[src/rtl/prog_master.sv]
// Host-side programmer for a small processor: shifts 12-bit instruction
// frames out serially over csi_n/mosi, then supervises a program run
// with a done handshake and a cycle-count timeout.
module prog_master #(
  parameter int unsigned RUN_TIMEOUT = 255
) (
  input  logic       clk,
  input  logic       rst_n,
  input  logic       cmd_valid,
  output logic       cmd_ready,
  input  logic       cmd_op,
  input  logic [3:0] cmd_addr,
  input  logic [7:0] cmd_data,
  output logic       csi_n,
  output logic       csd_n,
  output logic       mosi,
  output logic       proc_en,
  input  logic       done_in,
  output logic       busy,
  output logic       run_done,
  output logic       timed_out
);

  localparam int unsigned FRAME_W = 12;
  localparam int unsigned BIT_W   = 4;
  localparam int unsigned CNT_W   = 8;

  localparam logic [BIT_W-1:0] SHIFT_LAST = BIT_W'(FRAME_W - 1);
  localparam logic [BIT_W-1:0] GAP_LAST   = BIT_W'(1);
  localparam logic [CNT_W-1:0] TIMEOUT    = CNT_W'(RUN_TIMEOUT);

  typedef enum logic [2:0] {
    IDLE  = 3'd0,
    LEAD  = 3'd1,
    SHIFT = 3'd2,
    GAP   = 3'd3,
    RUN   = 3'd4
  } state_t;

  state_t               state, state_nxt;
  logic [FRAME_W-1:0]   frame, frame_nxt;
  logic [BIT_W-1:0]     bit_cnt, bit_cnt_nxt;
  logic [CNT_W-1:0]     run_cnt, run_cnt_nxt;
  logic                 seen_low, seen_low_nxt;
  logic                 timed_out_nxt;
  logic                 run_done_nxt;
  logic                 finish;
  logic                 at_limit;

  // State and datapath registers; reset drops any frame or run in progress
  always_ff @(posedge clk) begin
    if (!rst_n) begin
      state     <= IDLE;
      frame     <= '0;
      bit_cnt   <= '0;
      run_cnt   <= '0;
      seen_low  <= 1'b0;
      timed_out <= 1'b0;
      run_done  <= 1'b0;
    end else begin
      state     <= state_nxt;
      frame     <= frame_nxt;
      bit_cnt   <= bit_cnt_nxt;
      run_cnt   <= run_cnt_nxt;
      seen_low  <= seen_low_nxt;
      timed_out <= timed_out_nxt;
      run_done  <= run_done_nxt;
    end
  end

  // Next-state logic and state-decoded outputs
  always_comb begin
    state_nxt     = state;
    frame_nxt     = frame;
    bit_cnt_nxt   = bit_cnt;
    run_cnt_nxt   = run_cnt;
    seen_low_nxt  = seen_low;
    timed_out_nxt = timed_out;
    run_done_nxt  = 1'b0;
    cmd_ready     = 1'b0;
    csi_n         = 1'b1;
    csd_n         = 1'b1;
    mosi          = 1'b0;
    busy          = (state != IDLE);
    // Completion only counts once the processor has actually started (done went low)
    finish        = seen_low & done_in;
    at_limit      = (run_cnt == TIMEOUT);
    proc_en       = 1'b0;

    case (state)
      IDLE: begin
        cmd_ready = 1'b1;
        if (cmd_valid) begin
          if (cmd_op) begin
            state_nxt     = RUN;
            run_cnt_nxt   = '0;
            seen_low_nxt  = 1'b0;
            timed_out_nxt = 1'b0;
          end else begin
            state_nxt = LEAD;
            frame_nxt = {cmd_data, cmd_addr};
          end
        end
      end

      LEAD: begin
        csi_n       = 1'b0;
        state_nxt   = SHIFT;
        bit_cnt_nxt = '0;
      end

      SHIFT: begin
        csi_n = 1'b0;
        mosi  = frame[bit_cnt];
        if (bit_cnt == SHIFT_LAST) begin
          state_nxt   = GAP;
          bit_cnt_nxt = '0;
        end else begin
          bit_cnt_nxt = bit_cnt + BIT_W'(1);
        end
      end

      GAP: begin
        if (bit_cnt == GAP_LAST) begin
          state_nxt   = IDLE;
          bit_cnt_nxt = '0;
        end else begin
          bit_cnt_nxt = bit_cnt + BIT_W'(1);
        end
      end

      RUN: begin
        // Enable drops in the very cycle done is reported so the core cannot restart
        proc_en     = ~finish & ~at_limit;
        run_cnt_nxt = run_cnt + CNT_W'(1);
        if (!done_in) begin
          seen_low_nxt = 1'b1;
        end
        if (finish) begin
          state_nxt    = IDLE;
          run_done_nxt = 1'b1;
        end else if (at_limit) begin
          state_nxt     = IDLE;
          run_done_nxt  = 1'b1;
          timed_out_nxt = 1'b1;
        end
      end

      default: begin
        state_nxt = IDLE;
      end
    endcase
  end

endmodule

[config.mk]
export PLATFORM = sky130hd
export DESIGN_NAME = prog_master
export DESIGN_NICKNAME = d
export VERILOG_FILES = /design/src/rtl/prog_master.sv
export SDC_FILE = /design/constraint.sdc
export NUM_CORES = 1
export LEC_CHECK = 0
export ABC_CLOCK_PERIOD_IN_PS = 1500
export CORE_MARGIN = 5
export CORE_UTILIZATION = 46
export DETAILED_ROUTE_END_ITERATION = 8
export GPL_TIMING_DRIVEN = 0
export PLACE_DENSITY = 0.74
export SLEW_MARGIN = 10
export SYNTH_ARGS = -nofsm -noshare
export SYNTH_HDL_FRONTEND = slang
export SYNTH_SLANG_ARGS = --single-unit
[constraint.sdc]
create_clock -name clk -period 1.5 [get_ports clk]
set_input_delay 0.3 -clock clk [delete_from_list [all_inputs] [get_ports clk]]
set_output_delay 0.3 -clock clk [all_outputs]
set_load 0.05 [all_outputs]
==> impl_metrics.csv <==
group,metric,value,unit
clocking,clk_latency,340,ps
sta,hold_ws,504,ps
setup_path,worstSetupPathType,"flop to output port",
sta,fin_tns_setup,-6720,ps
logic_synthesis,ys_types,38,
setup_path,ff2ff_setup_slack,-250,ps
worst_hold_path,worst_hold_startpoint,"frame[4]",
logic_synthesis,synth_enable_flop_cells,0,
worst_hold_path,hold_class,"flop to flop",
floorplan,die_w,66.2,um
setup_path,crit_path_max_fanout,6,
logic_synthesis,ys.warnings.count,0,
cells_and_area,n_antenna_cell,0,
setup_path,max_stage_delay,340,ps
setup_path,cp.arrival,1870,ps
outcome,status,"complete, but fails checks",
sta,fmax,0.461,GHz
drt,drc_errors,0,
setup_path,r2r-end,"frame[6]",
sta,tightest_slew,618,ps
setup_path,worst-path-buf-inv,3,
drt,wl_per_cell,14.8,um
clocking,cts.sinks,30,
sta,slew_headroom,58.8,%
cells_and_area,syn_to_final_growth,50.3,%
grt,grt_pass1_wl,5400,um
place,dp_hpwl,2270,um
floorplan,num_io_pins,25,
clocking,root_buffer,"clkbuf_4",
logic_synthesis,synth_most_common_cell,"dfxtp_1",
sta,finalCriticalPeriod,2170,ps
sta,setup_viol,32,
grt,grt_start_max_net_pins,11,
setup_path,ff2ff_path_depth,10,
setup_path,r2r-start,"state[2]",
grt,antenna_found_initial,0,
sta,post-route-period-util,145,%
grt,grt_use_total,16.4,%
grt,grt.overflow.total,0,
clocking,cts_buffer_depth,2,
cells_and_area,nNetsFinal,230,
drt,detail_route.vias_per_cell,5.31,
sta,layout_setup_ws,-668,ps
cells_and_area,finish.utilization,71.6,%
logic_synthesis,syn_avg_cell_area,9.09,um^2
logic_synthesis,yosysTopAreaCellShare,41.3,%
place,place_congestion,0.847,
clocking,path_clk_slew,100,ps
clocking,htreeDepth,2,
floorplan,rows,20,
grt,grt_pass1_vias,1214,
setup_path,crit_family,"buffers and inverters",
floorplan,start_util,47.6,%
setup_path,worstPathCellList,"buf_6 -> buf_4 -> mux2i_1 -> o22a_1 -> o22a_1 -> nor4_4 -> buf_6",
sta,final_hold_viol_count,0,
outcome,violations,"negative setup slack",
logic_synthesis,yosysTopAreaCell,"dfxtp_1",
logic_synthesis,synthCells,160,
power_and_ir_drop,leakage,0.877,nW
setup_path,required,1200,ps
drt,drt_iter0_drc,57,
logic_synthesis,synth_area,1450,um^2
cells_and_area,drive_gt1_share,32.2,%
logic_synthesis,synth_area_leaders,"dfxtp_1 41%, mux2i_1 11%, nor2_1 6.7%",
logic_synthesis,synth_fp_nets,180,
logic_synthesis,ys.flop_type,"dfxtp_1",
power_and_ir_drop,p_per_area,1080,nW/um^2
logic_synthesis,synthTopCellsByCount,"30 x dfxtp_1, 26 x nor2_1, 16 x mux2i_1",
power_and_ir_drop,vdd_drop_max,0.628,mV
run,maxCapViolCount,0,
sta,fin_skew,12.2,ps
logic_synthesis,synth-async-reset-ratio,0,%
place,dp_slack,-937,ps
drt,dr.pass1.iters,4,
place,portBuffers,23,
sta,slew_viol_final,0,
floorplan,die_height,66.2,um
worst_hold_path,min_delay_path_depth,2,
clocking,cts_tree,"done",
logic_synthesis,ys_seq_area_share,41.3,%
setup_path,end_kind,"output port",
clocking,cts_buffers,5,
worst_hold_path,hold_end,"frame[4]",
setup_path,critPathSlowestCell,"dfxtp_2",
sta,rsz0062_at_grt,"yes",
setup_path,worst_setup_path_start_kind,"flop",
drt,final_antenna_net_count,0,
floorplan,coreArea,3050,um^2
drt,dr_total_vias,1354,
drt,routed_wl,3780,um
logic_synthesis,yosys_register_bits,30,
floorplan,die_area,4390,um^2
-- worst max path at each step --
stage,start,to,cells past startpoint
2_1_floorplan,state[1],state[1],5
3_3_place_gp,state[2],proc_en,6
3_5_place_dp,state[2],proc_en,6
4_1_cts,bit_cnt[1],mosi,6
5_1_grt,bit_cnt[1],mosi,7
6_report,bit_cnt[1],mosi,7
-- power by group --
group | total, mW | switching [mW] | internal (mW)
sequential | 0.876 | 0.0333 | 0.842
combinational | 0.828 | 0.419 | 0.408
clock | 0.652 | 0.301 | 0.351
total | 2.36 | 0.753 | 1.60
-- logic make-up after synthesis --
logic type | count (synthesis) | synth area share [%]
adders and majority gates | 3 | 2.58
buffers and inverters | 14 | 5.25
muxes | 18 | 14.1
xor gates and xnor gates | 7 | 4.22
and+or+nand+nor | 64 | 21.9
AOI/OAI and AO/OA | 23 | 10.3
other | 1 | 0.258
DFF | 30 | 41.3
-- layout by cell type (no fill, tap or decap), types with 2 or more instances in the layout --
cell type,n
dfxtp_1,27
nor2_1,23
mux2i_1,16
clkdlybuf4s50_1,16
buf_4,15
buf_6,11
nand2_1,7
nand3_1,6
xnor2_1,6
clkbuf_4,5
buf_8,4
clkbuf_1,3
nand3b_1,3
a21oi_2,3
a21oi_1,3
nor4_1,3
nor2_2,3
nor3_1,3
ha_1,3
dfxtp_2,3
inv_1,2
inv_2,2
o21ai_2,2
o22a_1,2
mux4_2,2
nor2b_1,2
a211oi_1,2
o211ai_1,2
o21ai_0,2
-- registers in the layout (all words and copies together) (netlist names) --
register	count
seen_low	1
run_cnt	8
frame	12
run_done	1
state	3
timed_out	1
bit_cnt	4
-- routing by layer --
metal | share of wire (%) | global-route usage (%)
met1 | 43 | 17.9
met2 | 52 | 29.2
met4 | 1.5 | 5.33
met3 | 3.8 | 5.78
met5 | 0 | 0
-- tightest hold or removal path, cell delays in order (launching register included) --
cell and delay [ps]:
dfxtp_1 330, mux2i_1 70, nor2_1 70
-- area by class of cell --
cell class              instances  area (um^2)
plain buffers                   9         90.1
clock buffers                   6         41.3
clock inverters                 2         37.5
fillers                       239          868
inverters                       5         18.8
multi-input cells             116          903
flip-flops and latches         30          604
well taps                      44         55.1
repair buffers                 43          434
-- what timing repair did --
action                     CTS  global route
hold buffers                 0             0
gates resized for setup     53            27
pin swaps                    1            12
hold endpoints to repair     0             0
gates cloned                 0             1
setup endpoints to repair   11            29
buffers inserted             3            16
-- through the flow --
step	power, mW	instance area, um^2	std cells
floorplan	1.27	1490	160
finish	2.36	2180	255
global route	2.46	2180	255
CTS	2.15	1930	238
global placement	1.42	1780	227
detailed placement	1.43	1780	227
(Power assumes the default switching activity.)
